==> config.mk <==
export PLATFORM = sky130hd
export DESIGN_NAME = pcode_decoder_seq
export DESIGN_NICKNAME = d
export VERILOG_FILES = /design/src/rtl/pcode_decoder_seq.sv
export SDC_FILE = /design/constraint.sdc
export NUM_CORES = 1
export LEC_CHECK = 0
export CAP_MARGIN = 10
export CORE_UTILIZATION = 50
export DETAILED_ROUTE_END_ITERATION = 16
export GPL_TIMING_DRIVEN = 0
export PLACE_DENSITY = 0.76
export RECOVER_POWER = 100
export SYNTH_ARGS = -nofsm -noshare
export SYNTH_HDL_FRONTEND = slang
export SYNTH_SLANG_ARGS = --single-unit
==> constraint.sdc <==
create_clock -name clk -period 3 [get_ports clk]
set_input_delay 0.75 -clock clk [delete_from_list [all_inputs] [get_ports clk]]
set_output_delay 0.75 -clock clk [all_outputs]
set_load 0.01 [all_outputs]
==> src/rtl/pcode_decoder_seq.sv <==
// Sequential priority-code decoder: buffers 3-bit codes in a small FIFO and
// replays each as a one-hot x[4:1] vector held for HOLD cycles.
module pcode_decoder_seq #(
  parameter int DEPTH = 4,
  parameter int HOLD  = 3
) (
  input  logic                       clk,
  input  logic                       rst_n,
  input  logic [2:0]                 pcode,
  input  logic                       pcode_valid,
  output logic                       pcode_ready,
  output logic [4:1]                 x,
  output logic                       x_valid,
  output logic                       err,
  output logic                       busy,
  output logic [$clog2(DEPTH):0]     count
);

  localparam int PTR_W = $clog2(DEPTH);
  localparam int CW    = PTR_W + 1;
  localparam int CNT_W = (HOLD > 1) ? $clog2(HOLD) : 1;

  typedef enum logic {S_IDLE, S_HOLD} state_t;

  function automatic logic [4:1] decode(input logic [2:0] c);
    logic [4:1] v;
    case (c)
      3'b100:  v = 4'b1000;
      3'b011:  v = 4'b0100;
      3'b010:  v = 4'b0010;
      3'b001:  v = 4'b0001;
      default: v = 4'b0000;
    endcase
    return v;
  endfunction

  state_t             state_q, state_d;
  logic [CNT_W-1:0]   cnt_q, cnt_d;
  logic [PTR_W-1:0]   wr_ptr_q, wr_ptr_d;
  logic [PTR_W-1:0]   rd_ptr_q, rd_ptr_d;
  logic [CW-1:0]      count_q, count_d;
  logic [4:1]         x_q, x_d;
  logic               x_valid_q, x_valid_d;
  logic               err_q, err_d;
  logic               busy_q, busy_d;
  logic [2:0]         fifo_mem [DEPTH];

  logic accept, code_bad, push, pop, fifo_empty;

  assign pcode_ready = (count_q < CW'(DEPTH));
  assign fifo_empty  = (count_q == '0);
  assign accept      = pcode_valid && pcode_ready;
  assign code_bad    = (pcode > 3'b100);
  // Invalid codes complete the handshake but never enter the FIFO.
  assign push        = accept && !code_bad;

  always_comb begin
    state_d   = state_q;
    cnt_d     = cnt_q;
    x_d       = x_q;
    x_valid_d = x_valid_q;
    pop       = 1'b0;
    case (state_q)
      S_IDLE: begin
        if (!fifo_empty) begin
          pop       = 1'b1;
          x_d       = decode(fifo_mem[rd_ptr_q]);
          x_valid_d = 1'b1;
          cnt_d     = CNT_W'(HOLD - 1);
          state_d   = S_HOLD;
        end else begin
          x_d       = '0;
          x_valid_d = 1'b0;
        end
      end
      S_HOLD: begin
        if (cnt_q != '0) begin
          cnt_d = cnt_q - CNT_W'(1);
        end else if (!fifo_empty) begin
          // Chain straight into the next code so x_valid never drops.
          pop   = 1'b1;
          x_d   = decode(fifo_mem[rd_ptr_q]);
          cnt_d = CNT_W'(HOLD - 1);
        end else begin
          x_d       = '0;
          x_valid_d = 1'b0;
          state_d   = S_IDLE;
        end
      end
      default: state_d = S_IDLE;
    endcase

    wr_ptr_d = push ? wr_ptr_q + PTR_W'(1) : wr_ptr_q;
    rd_ptr_d = pop  ? rd_ptr_q + PTR_W'(1) : rd_ptr_q;
    count_d  = count_q + CW'(push) - CW'(pop);
    err_d    = accept && code_bad;
    busy_d   = (state_d == S_HOLD) || (count_d != '0);
  end

  always_ff @(posedge clk or negedge rst_n) begin
    if (!rst_n) begin
      state_q   <= S_IDLE;
      cnt_q     <= '0;
      wr_ptr_q  <= '0;
      rd_ptr_q  <= '0;
      count_q   <= '0;
      x_q       <= '0;
      x_valid_q <= 1'b0;
      err_q     <= 1'b0;
      busy_q    <= 1'b0;
    end else begin
      state_q   <= state_d;
      cnt_q     <= cnt_d;
      wr_ptr_q  <= wr_ptr_d;
      rd_ptr_q  <= rd_ptr_d;
      count_q   <= count_d;
      x_q       <= x_d;
      x_valid_q <= x_valid_d;
      err_q     <= err_d;
      busy_q    <= busy_d;
    end
  end

  // Storage needs no reset: entries are only read after being written.
  always_ff @(posedge clk) begin
    if (push) fifo_mem[wr_ptr_q] <= pcode;
  end

  assign x       = x_q;
  assign x_valid = x_valid_q;
  assign err     = err_q;
  assign busy    = busy_q;
  assign count   = count_q;

endmodule

# Yosys cells after proc, flatten, opt, wreduce, memory -nomap -nowiden
# Memory sizes are Yosys's and may differ from the RTL's.
# Cells that the tools add are included.
# totals
mem_bits_rw	12
reg_bits	17
memories	1
elab_cells	50
# classes
muxes	17
bitwise_logic	1
addsub	5
order_cmp	2
eq_ne	6
n_reduce_logical	9
# memory_table
memory	depth	word_bits	rd	rd_clocked_by_memory_dff	wr	line_no	text
fifo_mem	4	3	1	0	1	46	logic [2:0] fifo_mem [DEPTH];
# ops
operator	n
$pmux 4 s4	1
$mux 4	2
$pmux 4 s2	1
$mux 1	7
$eq 3x2->1 const B	2
$pmux 1 s2	3
$add 2x1->2 const B	2
$mux 2	2
$pmux 2 s2	1
$add 3x1->3	1
$eq 3x1->1 const B	1
$eq 3x3->1 const B	1
$gt 3x3->1 const B	1
$logic_and 1x1->1	3
$logic_not 3->1	1
$lt 3x3->1 const B	1
$reduce_bool 3->1	1
$sub 3x1->3	1
$ne 2x1->1 const B	1
$ne 2x2->1 const B	1
$reduce_and 2->1	1
$reduce_bool 2->1	1
$sub 2x1->2 const B	1
$logic_not 1->1	1
2 further kinds	2

# Longest topological paths before layout
# logic_depth
depth_word	7
depth_mapped	11
mapped_depth_nobuf	10

# Worst setup path after synthesis
# OpenSTA, ideal clock, no wires.
# synth_timing
kind	in2reg
start	input pcode[0]
end	register busy_q, in the netlist busy
arrival_ps	2857
cell_stages	11
required_time_ps	2861
slack_ps	5
cell_sequence	o21ai_1 -> and3_1 -> clkbuf_1 -> inv_1 -> ha_1 -> inv_1 -> ha_1 -> fa_1 -> xnor2_1 -> xnor2_1 -> or4_1
# synth_via
elab_chain_cells	7
# synth_rtl
item	line_no	text
start, declared	9	input logic [2:0] pcode,
$gt 3x3->1	53	assign code_bad = (pcode > 3'b100);
$logic_not 1->1	55	assign push = accept && !code_bad;
$logic_and 1x1->1	55	
$add 3x1->3	95	count_d = count_q + CW'(push) - CW'(pop);
$sub 3x1->3	95	
net count_d[2]	41	logic [CW-1:0] count_q, count_d;
$reduce_bool 3->1	97	busy_d = (state_d == S_HOLD) || (count_d != '0);
$logic_or 1x1->1	97	
net busy_d	45	logic busy_q, busy_d;
end signal, assigned	120	busy_q <= busy_d;
end, declared	45	
# The timed path passes the listed nets, and every way through them passes these cells.
# A chain may end at the register's enable or synchronous reset.

# Worst setup path in the final report
# layout_timing
start	input pcode_valid
end	register busy_q, in the netlist busy
# layout_via
elab_chain_cells	6
# layout_rtl
item	line_no	text
start, declared	10	input logic pcode_valid,
$logic_and 1x1->1	52	assign accept = pcode_valid && pcode_ready;
$logic_and 1x1->1	55	
$add 3x1->3	95	
$sub 3x1->3	95	
net count_d[2]	41	
$reduce_bool 3->1	97	
$logic_or 1x1->1	97	
net busy_d	45	
# The timed path passes the listed nets, and every way through them passes these cells.

==> flow_metrics.env <==
export IMPL_wl_per_cell_um=13.9
export IMPL_p_clk_share_pct=15.5
export IMPL_synth_top_cell_area_share_pct=34.6
export IMPL_min_period_ns=2.88
export IMPL_final_nets=119
export IMPL_crit_type="primary input to flop"
export IMPL_track_usage_pct=18.6
export IMPL_num_antenna_cells=0
export IMPL_cts_sinks=29
export IMPL_worst_pin_slew_ns=0.750
export IMPL_end_kind="flop"
export IMPL_syn_mean_instance_area_um2=15.2
export IMPL_ys_warnings_count=0
export IMPL_syn_instance_count=81
export IMPL_status="finished clean"
export IMPL_synth_area_um2=1230
export IMPL_ant_nets=0
export IMPL_die_h_um=51.6
export IMPL_synth_nets=94
export IMPL_period_share_pct=96.1
export IMPL_ctsHoldBuffers=0
export IMPL_viasPerCell=5.16
export IMPL_p_comb_share_pct=42.5
export IMPL_hp_class="flop to flop"
export IMPL_hold_viol_final=0
export IMPL_rsz0062_at_grt="no"
export IMPL_drc=0
export IMPL_grt_pass1_wl_um=3320
export IMPL_startpoint="pcode_valid"
export IMPL_drive_gt1_share_pct=18.7
export IMPL_synth_area_leaders="dfrtp_1, edfxtp_1, ha_1, mux4_2, a32o_1"
export IMPL_timing_rr_start="count[1]"
export IMPL_drv_cap=0
export IMPL_cellInternalPower_mw=1.01
export IMPL_fmax_mhz=347
export IMPL_slew_headroom_pct=49.8
export IMPL_skew_ns=0.00221
export IMPL_switchingPower_uw=536
export IMPL_grt_overflow=0
export IMPL_fill_cells=159
export IMPL_min_delay_start="x[4]"
export IMPL_ir_worst_vdd_uv=723
export IMPL_power_frac_seq_pct=42.0
export IMPL_numCtsBuffers=5
export IMPL_dp_cells=125
export IMPL_setup_viol=0
export IMPL_yosysUniqueCellTypes=28
export IMPL_via_count=696
export IMPL_port_buffers=16
export IMPL_cts_max_level=2
export IMPL_fin_hold_ws_ns=0.498
export IMPL_crit_fanout=4
export IMPL_worstPathArrival_ns=3.08
export IMPL_clock_root_buffer="clkbuf_4"
export IMPL_place_hpwl_um=1390
export IMPL_dieWidth_um=51.6
export IMPL_pin_count=17
export IMPL_globalplace_congestion=0.701
export IMPL_swShare_pct=34.8
export IMPL_area_growth_pct=23.0
export IMPL_yosys_area_top_type="dfrtp_1"
export IMPL_coreArea_um2=2280
export IMPL_crit_required_ns=3.20
export IMPL_synth_seq_cells=29
export IMPL_grt_pass1_vias=707
export IMPL_clk_latency_ns=0.32
export IMPL_drt_total_wl_um=1870
export IMPL_rows=17
export IMPL_ys_seq_area_share_pct=63.8
export IMPL_die_area_um2=2660
export IMPL_grt_max_degree=18
export IMPL_clk_path_buf_depth=2
export IMPL_cts_tree="done"
export IMPL_p_leak_nw=0.624
export IMPL_grt_antenna_before_repair=0
export IMPL_final_cells=135
export IMPL_path_clk_slew_ns=0.08
export IMPL_final_max_slew_viol_count=0
export IMPL_crit_path_start_kind="primary input"
export IMPL_first_pass_iters=4
export IMPL_start_util_pct=54.1
export IMPL_drtIter0Drc=15
export IMPL_pwr_density_cell_nw_per_um2=1020
-- through the flow --
| step | area [µm²] | power [mW] | setup slack (ns) | TNS (ns) | utilization, % |
|---|---|---|---|---|---|
| 6_report | 1510 | 1.54 | 0.118 | 0 | 66.5 |
| 3_5_place_dp | 1430 | 1.29 | -0.761 | -1.14 | 62.7 |
| 5_1_grt | 1510 | 1.68 | 0.00118 | 0 | 66.5 |
| 4_1_cts | 1490 | 1.54 | 0.00983 | 0 | 65.6 |
| 2_1_floorplan | 1230 | 1.05 | 0.00479 | 0 | - |
| 3_3_place_gp | 1430 | 1.26 | -0.740 | -1.07 | 62.7 |
-- layout make-up --
cell class              count  area, µm²  area share [%]
repair buffers             19        179            11.8
flip-flops and latches     29        786            51.9
well taps                  28       35.0            2.31
inverters                   9       33.8            2.23
multi-input cells          42        422            27.9
clock buffers               8       58.8            3.88
-- per-layer routing --
| layer | GRT usage (%) | share of wire [%] | vias up | wire length, µm |
|---|---|---|---|---|
| met2 | 27.9 | 49 | 13 | 910 |
| met4 | 13.5 | 3.2 | 0 | 59 |
| met5 | 0 | 0 | - | 0 |
| met3 | 6.14 | 3.7 | 7 | 69 |
| li1 | - | - | 343 | - |
| met1 | 22.3 | 44 | 333 | 832 |
-- cells in the mapped netlist --
master and number:
nor2_1 2, and3_1 1, nand3b_1 1, a32o_1 3
xnor2_1 3, nand2_1 2, ha_1 6, or4_1 1
dfrtp_1 17, nor3b_1 1, inv_1 8, edfxtp_1 12
inv_2 1, nor3_2 1, xor2_1 2, mux4_2 3
o21ai_1 2, mux2_1 1, nor3b_2 1, o21ai_0 1
nor3_4 1, a32o_2 1, nor2b_1 1, clkbuf_1 1
fa_1 1, and2_1 4, o21a_1 2, a21oi_1 1
-- power by group through the flow --
stage	clock network, mW	registers [mW]	logic [mW]
after floorplan	0	0.660	0.392
after global placement	0	0.648	0.613
after detailed placement	0	0.658	0.635
after CTS	0.247	0.649	0.641
after global routing	0.265	0.665	0.747
final	0.238	0.648	0.656
-- cells by family after synthesis --
kind of cell | count (synthesis) | synth area share, %
AOI/OAI and AO/OA | 10 | 6.20
xor gates and xnor gates | 5 | 3.56
adders and majority gates | 7 | 7.72
buffers and inverters | 10 | 3.05
DFF | 29 | 63.8
muxes | 4 | 6.40
and+or+nand+nor | 16 | 9.25
-- final timing paths --
kind / endpoint / slack [ns] / cells past startpoint
setup / recovery: busy / 0.12 / 10
hold / removal: x[4] / 0.50 / 1
setup reg to reg: busy / 0.27 / 9
hold reg to reg: x[4] / 0.50 / 1
max in group asynchronous: x_valid / 1.66 / 1
min in group asynchronous: x[1] / 0.87 / 1
-- sequential cells by signal (all words and copies together), names as in the netlist --
| signal | flops |
|---|---|
| busy | 1 |
| wr_ptr_q | 2 |
| fifo_mem | 12 |
| cnt_q | 2 |
| x_valid | 1 |
| err | 1 |
| state_q | 1 |
| rd_ptr_q | 2 |
| count | 3 |
| x | 4 |
-- cell usage in the layout (no fill, tap or decap), drive strengths merged --
cell	synthesis	routed
nor2b	1	1
nor3	2	2
mux2	1	1
nand3b	1	1
edfxtp	12	12
nand2	2	2
and2	4	4
mux4	3	3
fa	1	1
o21ai	3	3
a21oi	1	1
nor3b	2	2
and3	1	1
xor2	2	2
a32o	4	4
o21a	2	2
dlygate4sd2	0	3
xnor2	3	3
inv	9	9
buf	0	3
clkbuf	1	8
or4	1	1
nor2	2	2
clkdlybuf4s50	0	13
ha	6	6
dfrtp	17	17
-- critical path, stage by stage --
cell and delay (ns):
clkdlybuf4s50_1 0.48, and3_4 0.20, inv_1 0.04, ha_1 0.26, inv_1 0.04, ha_1 0.19
fa_2 0.36, xnor2_2 0.14, xnor2_1 0.15, or4_1 0.46
-- what timing repair did --
| action | 4_1_cts | 5_1_grt |
|---|---|---|
| setup buffers | 1 | 2 |
| endpoints found under the setup margin | 1 | 1 |
| resized for setup | 6 | 2 |
| pin swaps | 2 | 3 |
Note: power is estimated with default switching activity, not from simulation.
